## config.mk

```make
export PLATFORM = sky130hd
export DESIGN_NAME = fifo_drain_stage_flat
export DESIGN_NICKNAME = d
export VERILOG_FILES = /design/src/rtl/fifo_drain_if.sv /design/src/rtl/fifo_drain_stage.sv /design/src/flat_wrapper.sv
export SDC_FILE = /design/constraint.sdc
export NUM_CORES = 1
export LEC_CHECK = 0
export CAP_MARGIN = 0
export CORE_UTILIZATION = 45
export CTS_BUF_LIST = sky130_fd_sc_hd__clkbuf_4 sky130_fd_sc_hd__clkbuf_8
export DETAILED_ROUTE_END_ITERATION = 8
export GPL_ROUTABILITY_DRIVEN = 0
export PLACE_DENSITY = 0.8
export SYNTH_ARGS = -nofsm -noshare
export SYNTH_HDL_FRONTEND = slang
export SYNTH_SLANG_ARGS = --single-unit
```

## constraint.sdc

```tcl
create_clock -name clk_i -period 1.4 [get_ports clk_i]
set_clock_uncertainty 0.05 [all_clocks]
set_input_delay 0.14 -clock clk_i [delete_from_list [all_inputs] [get_ports clk_i]]
set_output_delay 0.14 -clock clk_i [all_outputs]
set_load 0.05 [all_outputs]
```

## src/rtl/fifo_drain_if.sv

```systemverilog
// fifo_drain_if: FIFO-side and stream-side signals of the drain stage.
//   fifo_empty/fifo_data/fifo_pop : show-ahead FIFO read port
//   flush                         : synchronous discard of buffered words
//   out_valid/out_ready/out_data  : valid/ready output stream
//   drain_count                   : delivered-word counter (DRAIN_CNT_EN only)
// slave is the drain stage's view; master is the environment's view.
interface fifo_drain_if #(
    parameter int WIDTH = 8
`ifdef DRAIN_CNT_EN
    ,
    parameter int CNT_W = 16
`endif
);
    logic             fifo_empty;
    logic [WIDTH-1:0] fifo_data;
    logic             fifo_pop;
    logic             flush;
    logic             out_valid;
    logic             out_ready;
    logic [WIDTH-1:0] out_data;
`ifdef DRAIN_CNT_EN
    logic [CNT_W-1:0] drain_count;
`endif

    modport slave (
        input  fifo_empty, fifo_data, flush, out_ready,
        output fifo_pop, out_valid, out_data
`ifdef DRAIN_CNT_EN
        ,
        output drain_count
`endif
    );

    modport master (
        output fifo_empty, fifo_data, flush, out_ready,
        input  fifo_pop, out_valid, out_data
`ifdef DRAIN_CNT_EN
        ,
        input  drain_count
`endif
    );
endinterface

```

## src/rtl/fifo_drain_stage.sv

```systemverilog
// fifo_drain_stage: pops a show-ahead FIFO into a 2-entry skid buffer driving a valid/ready stream.
//   clk_i  : clock, all state on posedge
//   rst_ni : asynchronous active-low reset
//   bus    : fifo_drain_if.slave (FIFO read port, flush, output stream, optional drain_count)
// Optional feature macro DRAIN_CNT_EN adds the wrapping drain_count counter.
module fifo_drain_stage #(
    parameter int WIDTH = 8
`ifdef DRAIN_CNT_EN
    ,
    parameter int CNT_W = 16
`endif
) (
    input logic         clk_i,
    input logic         rst_ni,
    fifo_drain_if.slave bus
);
    typedef enum logic [1:0] {EMPTY, ONE, TWO} occ_e;

    occ_e             occ_q, occ_d;
    logic [WIDTH-1:0] entry0_q, entry0_d;
    logic [WIDTH-1:0] entry1_q, entry1_d;
    logic             pop, deq;

    // pop looks only at registered occupancy and FIFO flags, so out_ready never reaches fifo_pop
    assign pop           = !bus.flush && !bus.fifo_empty && (occ_q != TWO);
    assign deq           = (occ_q != EMPTY) && bus.out_ready;
    assign bus.fifo_pop  = rst_ni && pop;
    assign bus.out_valid = (occ_q != EMPTY);
    assign bus.out_data  = entry0_q;

    always_comb begin
        occ_d    = occ_q;
        entry0_d = entry0_q;
        entry1_d = entry1_q;
        case (occ_q)
            EMPTY: if (pop) begin
                occ_d    = ONE;
                entry0_d = bus.fifo_data;
            end
            ONE: begin
                if (pop && deq) begin
                    entry0_d = bus.fifo_data;
                end else if (pop) begin
                    occ_d    = TWO;
                    entry1_d = bus.fifo_data;
                end else if (deq) begin
                    occ_d    = EMPTY;
                end
            end
            TWO: if (deq) begin
                occ_d    = ONE;
                entry0_d = entry1_q;
            end
            default: occ_d = EMPTY;
        endcase
        if (bus.flush) occ_d = EMPTY;
    end

    always_ff @(posedge clk_i or negedge rst_ni) begin
        if (!rst_ni) begin
            occ_q    <= EMPTY;
            entry0_q <= '0;
            entry1_q <= '0;
        end else begin
            occ_q    <= occ_d;
            entry0_q <= entry0_d;
            entry1_q <= entry1_d;
        end
    end

`ifdef DRAIN_CNT_EN
    logic [CNT_W-1:0] cnt_q, cnt_d;

    // a deq in a flush cycle still counts; flush never clears the counter
    assign cnt_d           = cnt_q + CNT_W'(deq);
    assign bus.drain_count = cnt_q;

    always_ff @(posedge clk_i or negedge rst_ni) begin
        if (!rst_ni) cnt_q <= '0;
        else         cnt_q <= cnt_d;
    end
`endif
endmodule

```

## src/flat_wrapper.sv

```systemverilog
// flat-port wrapper written by rule: the top's interface ports become plain ports
module fifo_drain_stage_flat 
#(
    parameter int WIDTH = 8

)
  (clk_i, rst_ni, bus_fifo_empty, bus_fifo_data, bus_flush, bus_out_ready, bus_fifo_pop, bus_out_valid, bus_out_data);
  fifo_drain_if #(.WIDTH(WIDTH)) bus_i ();
  input logic clk_i;
  input logic rst_ni;
  input wire logic [$bits(bus_i.fifo_empty)-1:0] bus_fifo_empty;
  input wire logic [$bits(bus_i.fifo_data)-1:0] bus_fifo_data;
  input wire logic [$bits(bus_i.flush)-1:0] bus_flush;
  input wire logic [$bits(bus_i.out_ready)-1:0] bus_out_ready;
  output wire logic [$bits(bus_i.fifo_pop)-1:0] bus_fifo_pop;
  output wire logic [$bits(bus_i.out_valid)-1:0] bus_out_valid;
  output wire logic [$bits(bus_i.out_data)-1:0] bus_out_data;
  assign bus_i.fifo_empty = bus_fifo_empty;
  assign bus_i.fifo_data = bus_fifo_data;
  assign bus_i.flush = bus_flush;
  assign bus_i.out_ready = bus_out_ready;
  assign bus_fifo_pop = bus_i.fifo_pop;
  assign bus_out_valid = bus_i.out_valid;
  assign bus_out_data = bus_i.out_data;
  fifo_drain_stage #(.WIDTH(WIDTH)) u_core (.clk_i(clk_i), .rst_ni(rst_ni), .bus(bus_i));
endmodule
```

* Yosys cells after proc, flatten, opt, wreduce, memory -nomap -nowiden
Cells that the tools add are included.
** Cells by class
- Reduce and logical (&&, ||, !) cells :: 13
- Bitwise operators :: 1
- Eq/ne operators :: 10
- Muxes and demuxes :: 11
** Operators by type and width (number)
- $mux W8 :: 3
- $pmux W8 S3 :: 1
- $mux W2 :: 6
- $reduce_and A4 Y1 :: 2
- $ne A2 B1 Y1 const B :: 3
- $ne A3 B2 Y1 const B :: 2
- $pmux W2 S3 :: 1
- $logic_and A1 B1 Y1 :: 5
- $ne A4 B2 Y1 const B :: 1
- $ne A3 B3 Y1 const B :: 1
- $reduce_and A3 Y1 :: 1
- $reduce_bool A3 Y1 :: 1
- $eq A2 B1 Y1 const B :: 1
- $eq A2 B2 Y1 const B :: 1
- $logic_not A1 Y1 :: 2
- $logic_not A2 Y1 :: 1
- $ne A2 B2 Y1 const B :: 1
- $reduce_bool A2 Y1 :: 1
- $not A1 Y1 :: 1
** Word-level totals
- Logic and storage cells :: 38
- Input bits :: 13
- Flip-flop bits (word level) :: 18

* Longest topological paths before layout
- Depth after elaboration :: 7
- Depth in mapped cells :: 4
- Depth with buffers taken out :: 3

* Worst setup path after synthesis
OpenSTA, ideal clock, no wires.
- Path kind :: register -> output
- Start :: reg u_core.occ_q[1]
- End :: out bus_fifo_pop
- Cell stages (with the launch flop) :: 4
- Arrival time :: 2.280 ns
- Data required time :: 1.210 ns
- Setup slack :: -1.070 ns
- Path buffers :: 1
- Cell sequence :: dfrtp_1 -> nor2b_4 -> buf_6 -> nor4b_1
** Between the ends
- Word-level cells in the longest chain between the ends :: 3
** Ends and longest elaborated chain
- start: declaration :: line fifo_drain_stage.sv:19 : occ_e occ_q, occ_d;
- start signal: assignment :: line fifo_drain_stage.sv:61 : occ_q <= EMPTY;
- start signal: assignment :: line fifo_drain_stage.sv:65 : occ_q <= occ_d;
- $ne A2 B2 Y1 :: line fifo_drain_stage.sv:25 : assign pop = !bus.flush && !bus.fifo_empty && (occ_q != TWO);
- $logic_and A1 B1 Y1 :: line fifo_drain_stage.sv:25
- $logic_and A1 B1 Y1 :: line fifo_drain_stage.sv:27 : assign bus.fifo_pop = rst_ni && pop;
- end: declaration :: line flat_wrapper.sv:15 : output wire logic [$bits(bus_i.fifo_pop)-1:0] bus_fifo_pop;
Every way passes these cells.

* Worst setup path in the final report
Ends and elaborated chain as after synthesis.

==> impl_metrics.csv <==
group,metric,value,unit
routing,viasPerCell,5.15,
cts,clkLatencyLatePin,0.29,ns
setup_path,r2r_setup_slack,-0.20,ns
sta,max_slew.worst_pin.slew,0.280,ns
yosys,synth.area.top_cells,"dfrtp_1 50%, mux2_4 27%, mux2_1 8.7%, buf_6 2.5%, nor2b_4 1.5%",
cts,cts_max_path_buffers,2,
routing,dr.first_iter.drc_count,3,
floorplanning,coreArea,1800,um2
sta,fin_ws,-0.300,ns
sta,relSlewSlack,81.2,%
yosys,syn_inst,59,
outcome,violations,"setup timing",
floorplanning,die_area,2190,um2
grt,antenna_found_initial,0,
cells_and_area,drive_gt1_share,53.1,%
pwr,power.total,1.76,mW
outcome,status,"complete, but fails checks",
sta,setup_violations,18,
routing,drc,0,
yosys,synth_top_area_share,49.8,%
floorplanning,fp-row-count,15,
setup_path,worstSetupEndpointType,"output port",
grt,overflow,0,
routing,drt_wl_total,2210,um
sta,hold_viol,0,
placed_design,hpwl,1430,um
cells_and_area,nFillCells,108,
placed_design,io_buffers,22,
worst_hold_path,hp-class,"in -> async",
routing,avgRoutedWirePerCell,17.9,um
cts,cts-hold-fix-buffers,0,
yosys,synth_nets,72,
sta,hold-worst-slack,0.169,ns
cts,htree_levels,1,
setup_path,setup.worst_path.start_class,"flop",
floorplanning,initial_core_util,50.2,%
cells_and_area,final_common_cell,"dfrtp_1",
cts,root_buffer,"clkbuf_4",
yosys,synth_seq_area_share,49.8,%
sta,rsz0062_at_grt,"true",
setup_path,cp.required,1.21,ns
sta,timing.fmax,588,MHz
cells_and_area,final_cell_mix,"18 x dfrtp_1, 17 x mux2_4, 12 x clkdlybuf4s50_1",
pwr,peakVddDrop,907,uV
routing,drtPass1Iterations,3,
yosys,synth_top_cell_by_area,"dfrtp_1",
cts,cts.sinks,18,
grt,grt_use_total,22.8,%
setup_path,critPathMaxFanout,2,
grt,grt_max_degree,19,
floorplanning,die_h,46.8,um
sta,fin_crit,1.70,ns
cells_and_area,area_growth,59.5,%
floorplanning,io_pins,23,
grt,grt_pass1_wl,3330,um
routing,vias,634,
sta,period_share,121,%
yosys,synth_area,905,um2
pwr,power_leakage,0.677,nW
yosys,synth_cell_type_count,17,
cts,cts_tree,"built",
setup_path,arrival,1.51,ns
routing,ant_nets,0,
flow_run,drv_cap,0,
yosys,yosysWarnings,0,
cells_and_area,regArea,450,um2
cts,cts_buffers,3,
sta,drv_slew,0,
cells_and_area,final_nets,113,
yosys,syn_area_per_cell,15.3,um2
pwr,p_per_area,1220,nW/um2
floorplanning,die_w,46.8,um
placed_design,post-place-ws,-0.287,ns
cells_and_area,multi_input_area,457,um2
cts,clkSlewWorstSetupHoldPaths,0.09,ns
cells_and_area,antennaDiodeCount,0,
yosys,synth-seq-cells,18,
setup_path,critPathKind,"reg -> out",
grt,grt_pass1_vias,654,
-- state kept, by name, indices dropped and copies added, names as in the netlist --
register / cells
u_core.bus.out_data: 8
u_core.occ_q: 2
u_core.entry1_q: 8
-- worst max-delay path: stages (launching register included) --
cell and delay (ns):
dfrtp_1 0.40, nor2b_4 0.14, buf_6 0.11, buf_6 0.11, nor4b_4 0.27, buf_12 0.18
-- layer usage --
metal,track usage (%),vias to the layer above,wire length [um]
li1,-,292,-
met2,38.3,16,1150
met3,1.54,5,51
met4,12.0,0,44
met5,0,-,0
met1,29.5,321,959
-- path summary, 6_finish.rpt --
check / from / end / cells after the start
max in group asynchronous: rst_ni / u_core.bus.out_data[1] / 2
min: rst_ni / u_core.entry1_q[0] / 2
min in group clk_i: bus_fifo_data[1] / u_core.entry1_q[1] / 2
max reg2reg: u_core.occ_q[1] / u_core.bus.out_data[7] / 6
min reg2reg: u_core.entry1_q[2] / u_core.entry1_q[2] / 1
max: u_core.occ_q[1] / bus_fifo_pop / 5
-- area by class of cell --
| class | count | share of cell area [%] |
|---|---|---|
| Tap cell | 25 | 2.17 |
| Sequential cell | 18 | 31.2 |
| Timing Repair Buffer | 39 | 33.4 |
| Multi-Input combinational cell | 38 | 31.7 |
| Clock buffer | 3 | 1.56 |
-- power by group --
group	internal [mW]	switching [mW]	total, mW	leakage (nW)
Sequential	0.638	0.104	0.742	0.218
Clock	0.100	0.153	0.253	0.0138
Combinational	0.442	0.322	0.764	0.445
Total	1.18	0.579	1.76	0.677
-- Yosys cell counts --
master    number
dfrtp_1       18
a21oi_1        2
mux2_4        16
a211o_1        1
nor2b_4        1
buf_6          2
a22o_1         1
buf_4          1
nor4b_1        1
mux2_1         7
nor3_1         2
o21ai_0        1
nand2b_1       2
or2_2          1
nor2b_1        1
nor2_1         1
mux2_2         1
-- timing repair --
action,in CTS,in global routing
gates resized for setup,13,2
setup buffers,6,2
gates cloned,0,0
endpoints found under the setup margin,18,20
pin swaps,2,4
-- kinds of logic (layout without fill, tap and decap cells) --
kind of cell           count (synthesis)  count (layout)  synth area share, %
buffers and inverters                  3              42                 3.32
AOI/OAI and AO/OA                      5               5                 3.60
muxes                                 24              24                 36.5
DFF                                   18              18                 49.8
and+or+nand+nor                        9               9                 6.78
-- metrics by stage --
| step | TNS (ns) | std cells | cell area (um2) | util, % |
|---|---|---|---|---|
| CTS | -5.03 | 124 | 1450 | 80.5 |
| global placement | -3.17 | 115 | 1330 | 73.9 |
| floorplan | -0.275 | 59 | 920 | - |
| global route | -3.68 | 123 | 1440 | 80.1 |
| detailed placement | -4.04 | 115 | 1330 | 73.9 |
| finish | -3.15 | 123 | 1440 | 80.1 |
Note: power is estimated with default switching activity, not from simulation.
